===== src/rtl/tristate_bus_ctrl.sv =====
`default_nettype none
// ============================================================================
// Module      : tristate_bus_ctrl
// Description : Round-robin owner of a shared single-wire tri-state bus built
//               from NAND tri-state drivers. One driver at a time gets its
//               enable. The enable is held SETTLE cycles and then the resolved
//               wire is captured. A TURN-cycle gap with every enable low
//               follows each window, so one driver's pmos/nmos turn-off never
//               overlaps the next driver's turn-on.
//
// Parameters  : N       number of drivers (2..8)
//               SETTLE  enable cycles before the bus is sampled (>= 1)
//               TURN    all-enables-low cycles after each window (>= 1)
//
// Ports       : clk         rising-edge clock
//               rst         synchronous active-high reset
//               req[N]      request vector, bit i = driver i wants the bus
//               bus         resolved shared wire (0/1/z/x)
//               en[N]       one-hot or all-zero driver enables
//               grant_id    index of the current or last granted driver
//               data_out    last captured bus value (1 only if bus was 1)
//               data_valid  one-cycle pulse when data_out/bus_fault update
//               bus_fault   captured value was z or x
//               busy        high while in DRIVE or TURN
//
// Revision    : 1.0 - initial release
// ============================================================================
module tristate_bus_ctrl #(
  parameter int N      = 4,
  parameter int SETTLE = 2,
  parameter int TURN   = 1
) (
  input  logic                 clk,
  input  logic                 rst,
  input  logic [N-1:0]         req,
  input  logic                 bus,
  output logic [N-1:0]         en,
  output logic [$clog2(N)-1:0] grant_id,
  output logic                 data_out,
  output logic                 data_valid,
  output logic                 bus_fault,
  output logic                 busy
);

  localparam int c_IDW     = $clog2(N);
  localparam int c_CNT_MAX = (SETTLE > TURN) ? SETTLE : TURN;
  localparam int c_CNT_W   = $clog2(c_CNT_MAX + 1);

  localparam logic [c_CNT_W-1:0] c_SETTLE = c_CNT_W'(SETTLE);
  localparam logic [c_CNT_W-1:0] c_TURN   = c_CNT_W'(TURN);
  localparam logic [c_CNT_W-1:0] c_ONE    = c_CNT_W'(1);
  localparam logic [c_IDW-1:0]   c_LAST_RST = c_IDW'(N - 1);

  typedef enum logic [1:0] {
    S_IDLE  = 2'd0,
    S_DRIVE = 2'd1,
    S_TURN  = 2'd2
  } state_t;

  state_t             r_state;
  logic [c_CNT_W-1:0] r_cnt;
  logic [c_IDW-1:0]   r_last;

  logic               w_found;
  logic [c_IDW-1:0]   w_winner;
  logic [c_IDW-1:0]   w_cand;
  logic [N-1:0]       w_onehot;

  // Round-robin search: start one past the last winner and wrap at N-1, so
  // the first requester found in that order wins.
  always_comb begin
    w_found  = 1'b0;
    w_winner = '0;
    w_cand   = '0;
    for (int k = 1; k <= N; k++) begin
      w_cand = c_IDW'((int'(r_last) + k) % N);
      if (!w_found && req[w_cand]) begin
        w_found  = 1'b1;
        w_winner = w_cand;
      end
    end
  end

  always_comb begin
    w_onehot           = '0;
    w_onehot[w_winner] = 1'b1;
  end

  always_ff @(posedge clk) begin
    if (rst) begin
      r_state    <= S_IDLE;
      r_cnt      <= '0;
      r_last     <= c_LAST_RST;
      en         <= '0;
      grant_id   <= '0;
      data_out   <= 1'b0;
      data_valid <= 1'b0;
      bus_fault  <= 1'b0;
      busy       <= 1'b0;
    end else begin
      data_valid <= 1'b0;
      case (r_state)
        S_IDLE: begin
          if (w_found) begin
            en       <= w_onehot;
            grant_id <= w_winner;
            r_last   <= w_winner;
            r_cnt    <= c_ONE;
            busy     <= 1'b1;
            r_state  <= S_DRIVE;
          end
        end
        S_DRIVE: begin
          if (r_cnt < c_SETTLE) begin
            r_cnt <= r_cnt + c_ONE;
          end else begin
            // A floating or contended wire reads as 0 with the fault flag set.
            data_out   <= (bus === 1'b1);
            bus_fault  <= (bus !== 1'b0) && (bus !== 1'b1);
            data_valid <= 1'b1;
            en         <= '0;
            r_cnt      <= c_ONE;
            r_state    <= S_TURN;
          end
        end
        S_TURN: begin
          if (r_cnt < c_TURN) begin
            r_cnt <= r_cnt + c_ONE;
          end else begin
            busy    <= 1'b0;
            r_state <= S_IDLE;
          end
        end
        default: begin
          en      <= '0;
          busy    <= 1'b0;
          r_state <= S_IDLE;
        end
      endcase
    end
  end

endmodule
`default_nettype wire


===== config.mk =====
export PLATFORM = sky130hd
export DESIGN_NAME = tristate_bus_ctrl
export DESIGN_NICKNAME = d
export VERILOG_FILES = /design/src/rtl/tristate_bus_ctrl.sv
export SDC_FILE = /design/constraint.sdc
export NUM_CORES = 1
export LEC_CHECK = 0
export ABC_CLOCK_PERIOD_IN_PS = 1800
export CAP_MARGIN = 20
export CORE_AREA = 2 2 53 45
export CTS_BUF_LIST = sky130_fd_sc_hd__clkbuf_4 sky130_fd_sc_hd__clkbuf_8
export DETAILED_ROUTE_END_ITERATION = 10
export DIE_AREA = 0 0 55 47
export MAX_ROUTING_LAYER = met4
export PLACE_DENSITY_LB_ADDON = 0.2
export SYNTH_ARGS = -nofsm -noshare
export SYNTH_HDL_FRONTEND = slang
export SYNTH_SLANG_ARGS = --single-unit

===== constraint.sdc =====
create_clock -name clk -period 1.8 [get_ports clk]
set_clock_uncertainty 0.2 [all_clocks]
set_input_delay 0.27 -clock clk [delete_from_list [all_inputs] [get_ports clk]]
set_output_delay 0.27 -clock clk [all_outputs]
set_load 0.01 [all_outputs]

# After elaboration in Yosys (flattened, before gate mapping)
# Cells that the tools add are included.
dict set report classes {
  addsub 5
  order_cmp 8
  eq_ne 9
  mux 32
  bitwise 3
  n_reduce_logical 17
}
# op count
set ops {}
lappend ops {{$mux 2} 9}
lappend ops {{$lt 2x3->1 const B} 5}
lappend ops {{$mux 1} 12}
lappend ops {{$pmux 2 s3} 2}
lappend ops {{$pmux 4 s3} 1}
lappend ops {{$reduce_and 3->1} 4}
lappend ops {{$bmux 1 s2} 4}
lappend ops {{$mux 4} 2}
lappend ops {{$ne 2x2->1 const B} 4}
lappend ops {{$add 2x1->2 const B} 3}
lappend ops {{$logic_and 1x1->1} 5}
lappend ops {{$add 2x2->2 const B} 2}
lappend ops {{$reduce_and 2->1} 2}
lappend ops {{$logic_not 1->1} 3}
lappend ops {{$not 1->1} 3}
lappend ops {{$pmux 1 s3} 1}
lappend ops {{$reduce_bool 3->1} 1}
lappend ops {{$demux 1 s2} 1}
lappend ops {{$eq 2x1->1 const B} 1}
lappend ops {{$eq 2x2->1 const B} 1}
lappend ops {{$ge 2x1->1 const B} 1}
lappend ops {{$logic_not 2->1} 1}
lappend ops {{$lt 2x1->1 const B} 1}
lappend ops {{$lt 2x2->1 const B} 1}
lappend ops {{3 further kinds} 4}
dict set report word_totals {
  reg_bits 16
  in_bits 7
  out_inout_bits 10
  elab_cells 83
}

# Longest topological paths before layout
# Gate-level depths: netlist of run 1.
dict set report depth {
  depth_word 19
  depth_mapped 6
}

# Least setup slack after synthesis of run 1
# No wires, ideal clock.
dict set report synth_path {
  path_kind {reg2reg}
  start {register r_state[0]}
  end {register r_cnt[0]}
  arrival_time_ps 1332
  path_slack_ps 177
  path_stages_with_launch 7
  period_less_slack_ps 1623
  path_cell_list {dfxtp_1 > inv_1 > ha_1 > clkbuf_2 > a221oi_4 > nor2_1 > a311oi_1}
}
dict set report synth_via {
  elab_chain_cells 3
  elab_cells_between_ends 8
  classes_between {eq/ne: 4; mux: 1; reduce/logical: 3}
}
# item line_no
set synth_lines {}
lappend synth_lines {{start, declared} 60} ;# state_t r_state;
lappend synth_lines {{start signal, assigned} 91} ;# r_state <= S_IDLE;
lappend synth_lines {{start signal, assigned} 110} ;# r_state <= S_DRIVE;
lappend synth_lines {{start signal, assigned} 123} ;# r_state <= S_TURN;
lappend synth_lines {{$eq 2x2->1 (tied with other cells)} 102} ;# case (r_state)
lappend synth_lines {{$ne 2x2->1 (no source line) or $reduce_bool 3->1 (tied branches)} n/a}
lappend synth_lines {{$reduce_and 3->1 (no source line)} n/a}
lappend synth_lines {{end signal, assigned} 108} ;# r_cnt <= c_ONE;
lappend synth_lines {{end signal, assigned} 115} ;# r_cnt <= r_cnt + c_ONE;
lappend synth_lines {{end signal, assigned} 122} ;# r_cnt <= c_ONE;
lappend synth_lines {{end, declared} 61} ;# logic [c_CNT_W-1:0] r_cnt;
# Parallel ways exist; a longest one is shown, timed or not.
# A chain may end at the register's enable or synchronous reset.

# Worst setup path after layout of run 1
# Same ends and word-level chain as after synthesis.

==> impl_summary.md, run 1 <==
Yosys
The number of enable flip-flop cells after synthesis is 0. The number of different library cells used by synthesis comes to 34. In the post-synthesis netlist, the biggest area contributors are dfxtp_1 34%, ha_1 9.9%, a21oi_1 5.1%. By area, the combinational part of the netlist is dominated by compound AO/OA/AOI/OAI gates. Of the total synthesized cell area, the portion taken by AND, OR, NAND and NOR gates is between 20% and 30%.

In the synthesized netlist the async set-or-reset flop fraction comes to 0%. The mean area per synthesized cell is 9.384 sq um. The total nets after synthesis is roughly 110.

The area share of the largest cell type after synthesis is approximately 34%. The number of cells produced by synthesis is 94. The synthesized netlist devotes between 20% and 30% of its cell area to compound gates.

The count of synthesis-stage warnings from yosys is 0. The register bit total from synthesis is 15. The multiplexer share of the synthesized area is under 10%. Summing the areas of all xor and xnor instances in the mapped netlist gives 0% of the synthesized area. In the synthesized netlist the dominant register cell turns out to be dfxtp_1.

Summing the sequential cell areas from Yosys gives 34.04% of the chip area. In this run the cell area of the synthesized design comes to 882.1 sq um. The largest total area in the synthesized netlist belongs to dfxtp_1. The adder and majority gate portion of the synthesized area is under 10%.

Pwr
In this run the power density over the cells is between 800 and 900 nW/um^2. The leakage power figure is 0.4764 nW. The maximum VDD drop is 0.4160 mV. The total power is around 0.94 mW.

Die
Row generation in the floorplan step produced 15 rows. The die width is between 50 and 60 microns. Pin placement for this block handled 17 I/O pins. The area of the core is 2064 sq um.

The die area is 2585 sq um. From bottom edge to top edge, the die measures 47 microns. The starting density of the core is 42.73%.

Clocking
CTS built an H-tree with a depth of 1. The number of buffers created by CTS is 3. The number of hold buffers added after CTS is 0. For this design, the sink count on the clock tree is 15. TritonCTS built the clock tree. In this run the deepest clock path goes through 2 buffers. The count of buffers added by post-CTS timing repair for setup is 0.

The clock latency of the later-clocked register in the worst-skew pair is 0.29 ns. Clock tree synthesis selected as its root buffer the cell clkbuf_4. After clock tree synthesis, the clock-pin slew on the worst setup and hold paths is 0.09 ns.

Place
The half-perimeter wire length after detailed placement is ~1400 microns. The count of buffers added on input and output ports is 15. The routability-driven placement congestion ratio is slightly below 0.8.

At the placement stage, the worst setup path has a slack of -0.2427 ns.

Min path
The class of the most critical hold timing path is register to register.

Worst setup path
The worst setup path is of the register to register kind. The required time of the critical path is 1.79 ns. The setup slack of the most critical reg-to-reg path is 0.007 ns. The family with the most delay on the worst path is compound AO/OA/AOI/OAI gates. The endpoint of the lowest-slack register-to-register path is r_cnt[0]$_SDFFE_PP0P_. STA classifies the critical path endpoint as a register. The startpoint kind of the worst setup timing path is a register. The biggest fanout along the worst timing path is 8. The last element of the critical path is r_cnt[0]$_SDFFE_PP0P_.

The critical path goes through inv_1 -> ha_2 -> a221oi_4 -> nor2_1 -> a311oi_2. The stage delay of the slowest cell on the critical path is between 0.3 and 0.4 ns. Together, buffers and inverters on the worst path number 1.

The depth of the most critical reg-to-reg path is 5. The startpoint of the worst setup timing path is r_state[0]$_SDFFE_PP0P_. The data arrival time at the worst-slack endpoint is 1.78 ns.

In this run the critical register-to-register path is launched from r_state[0]$_SDFFE_PP0P_. The largest individual stage delay along the critical path comes from the cell dfxtp_1. The critical path crosses 5 cells after its start point.

Final layout
At the end of the flow the core is filled with cells to 55.88%. The growth of design area from synthesis to finish is 30.78%. The post-route netlist has 23.93% of its cells at a drive strength greater than 1. Leaving out fill and tap cells, the most frequent cell in the layout is dfxtp_1. The repair_antennas step left the layout with diodes totalling 0. The post-layout net count is 132. In the layout the commonest cells are 15 x dfxtp_1, 12 x clkdlybuf4s50_1, 9 x a21oi_1, 9 x nand2_1, 8 x inv_1.

Drt
The total via count after detailed routing is 746. The detail-routed net length per standard cell is 13.51 microns. After the first detailed-routing iteration, the DRC count stood at 3. In the routed layout, each cell is associated on average with a via count of 5.254. Once detail routing completed, the nets flagged for antenna violations numbered 0. The DRC violation count after routing is 0. The number of detailed-route iterations in the first pass is 4. The post-detailed-routing wire length is 1918 microns.

Global routing
The number of antenna violations at the first check in global routing is 0. The via count of the first global-routing pass is 636. For this run, the total global-route usage over all layers was measured as 16.82%.

For this run the aggregate overflow at the end of global routing stands at 0. Entering global routing, the biggest net connects 14 pins. The first global-routing pass estimated between 2000 and 3000 microns of wire.

STA
Setup violations remaining at the end of the flow were counted as 0. The post-route minimum period is roughly 1.8 ns. Setup repair after global routing could not meet its margin everywhere.

The setup slack after layout is approximately 0.0073 ns. The final max-slew violation count is 0. Derived from the worst setup path, the maximum achievable clock frequency is roughly 0.56 GHz. Across all hold checks on the routed design, the worst slack comes to 0.2602 ns.

The share of the clock period used by the worst path is 99.60%. The final-report hold violation count was 0.

Status
The run finished with clean final reports.

Run
The count of maximum capacitance violations is 0.
[how the worst min path moves through the flow]
| stage | start | to | depth (start not counted) |
|---|---|---|---|
| floorplan | bus | data_out$_SDFFE_PP0P_ | 2 |
| global placement | data_out$_SDFFE_PP0P_ | data_out$_SDFFE_PP0P_ | 2 |
| detailed placement | grant_id[1]$_SDFFE_PP0P_ | grant_id[1]$_SDFFE_PP0P_ | 2 |
| CTS | grant_id[1]$_SDFFE_PP0P_ | grant_id[1]$_SDFFE_PP0P_ | 2 |
| global route | grant_id[1]$_SDFFE_PP0P_ | grant_id[1]$_SDFFE_PP0P_ | 2 |
| finish | grant_id[1]$_SDFFE_PP0P_ | grant_id[1]$_SDFFE_PP0P_ | 2 |
[logic make-up after synthesis]
kind of cell / Yosys count
DFF: 15
adders and majority gates: 7
AOI/OAI and AO/OA: 28
muxes: 1
other: 1
and+or+nand+nor: 31
buffers and inverters: 11
[power by group]
group / switching, mW / total (mW) / internal, mW
clock: 0.109 / 0.210 / 0.101
sequential: 0.0301 / 0.399 / 0.369
combinational: 0.167 / 0.332 / 0.164
total: 0.306 / 0.941 / 0.635
[metrics by stage]
stage          instance area (sq um)  setup TNS (ns)  std cells
6_report                        1154               0        142
5_1_grt                         1154        -0.07313        142
4_1_cts                         1132               0        142
3_5_place_dp                    1100          -2.021        138
3_3_place_gp                    1100          -1.800        138
2_1_floorplan                  882.1               0         94
[per-layer routing]
layer | global-route usage [%] | up-vias | wire length, microns
met5 | - | - | 0
met4 | 5.854 | 0 | 18
met3 | 5.732 | 4 | 78
met2 | 24.29 | 12 | 894
met1 | 21.81 | 349 | 926
li1 | - | 381 | -
[state kept, by name (all words and copies together) (netlist names)]
register / flops
busy: 1
data_out: 1
data_valid: 1
en: 4
grant_id: 2
r_cnt: 2
r_last: 2
r_state: 2
[worst min-delay path: cells and delay by family (launching register included)]
family / cells / cell delay (ns)
AO/OA/AOI/OAI: 1 / 0.05
flip-flops: 1 / 0.32
AND/OR/NAND/NOR: 1 / 0.05
[cells in the mapped netlist (2+ instances only)]
master	number
dfxtp_1	15
a21oi_1	9
nand2_1	9
inv_1	8
ha_1	7
nor2_1	7
nand3_1	4
nand2b_1	3
nor2b_1	3
a211oi_1	2
a32o_2	2
nor4_4	2
o2bb2ai_1	2
[final cells by class]
| type | count | area [sq um] |
|---|---|---|
| Inverter | 8 | 30.03 |
| Multi-Input combinational cell | 68 | 551.8 |
| Sequential cell | 15 | 300.3 |
| Fill cell | 205 | 910.9 |
| Tap cell | 25 | 31.28 |
| Clock buffer | 4 | 30.03 |
| Timing Repair Buffer | 22 | 210.2 |
[what timing repair did]
action	CTS	global route
gates resized for setup	1	7
endpoints found under the setup margin	1	9
pin swaps	0	0
No activity file was read; power rests on OpenSTA's default activity.
==> run 2: changes to the inputs <==
--- a/config.mk
+++ b/config.mk
@@ -13,6 +13,7 @@
 export DIE_AREA = 0 0 55 47
 export MAX_ROUTING_LAYER = met4
 export PLACE_DENSITY_LB_ADDON = 0.2
+export SLEW_MARGIN = 20
 export SYNTH_ARGS = -nofsm -noshare
 export SYNTH_HDL_FRONTEND = slang
 export SYNTH_SLANG_ARGS = --single-unit
==> results of run 2 <==
Final layout, timing and power as in run 1 (identical DEF).
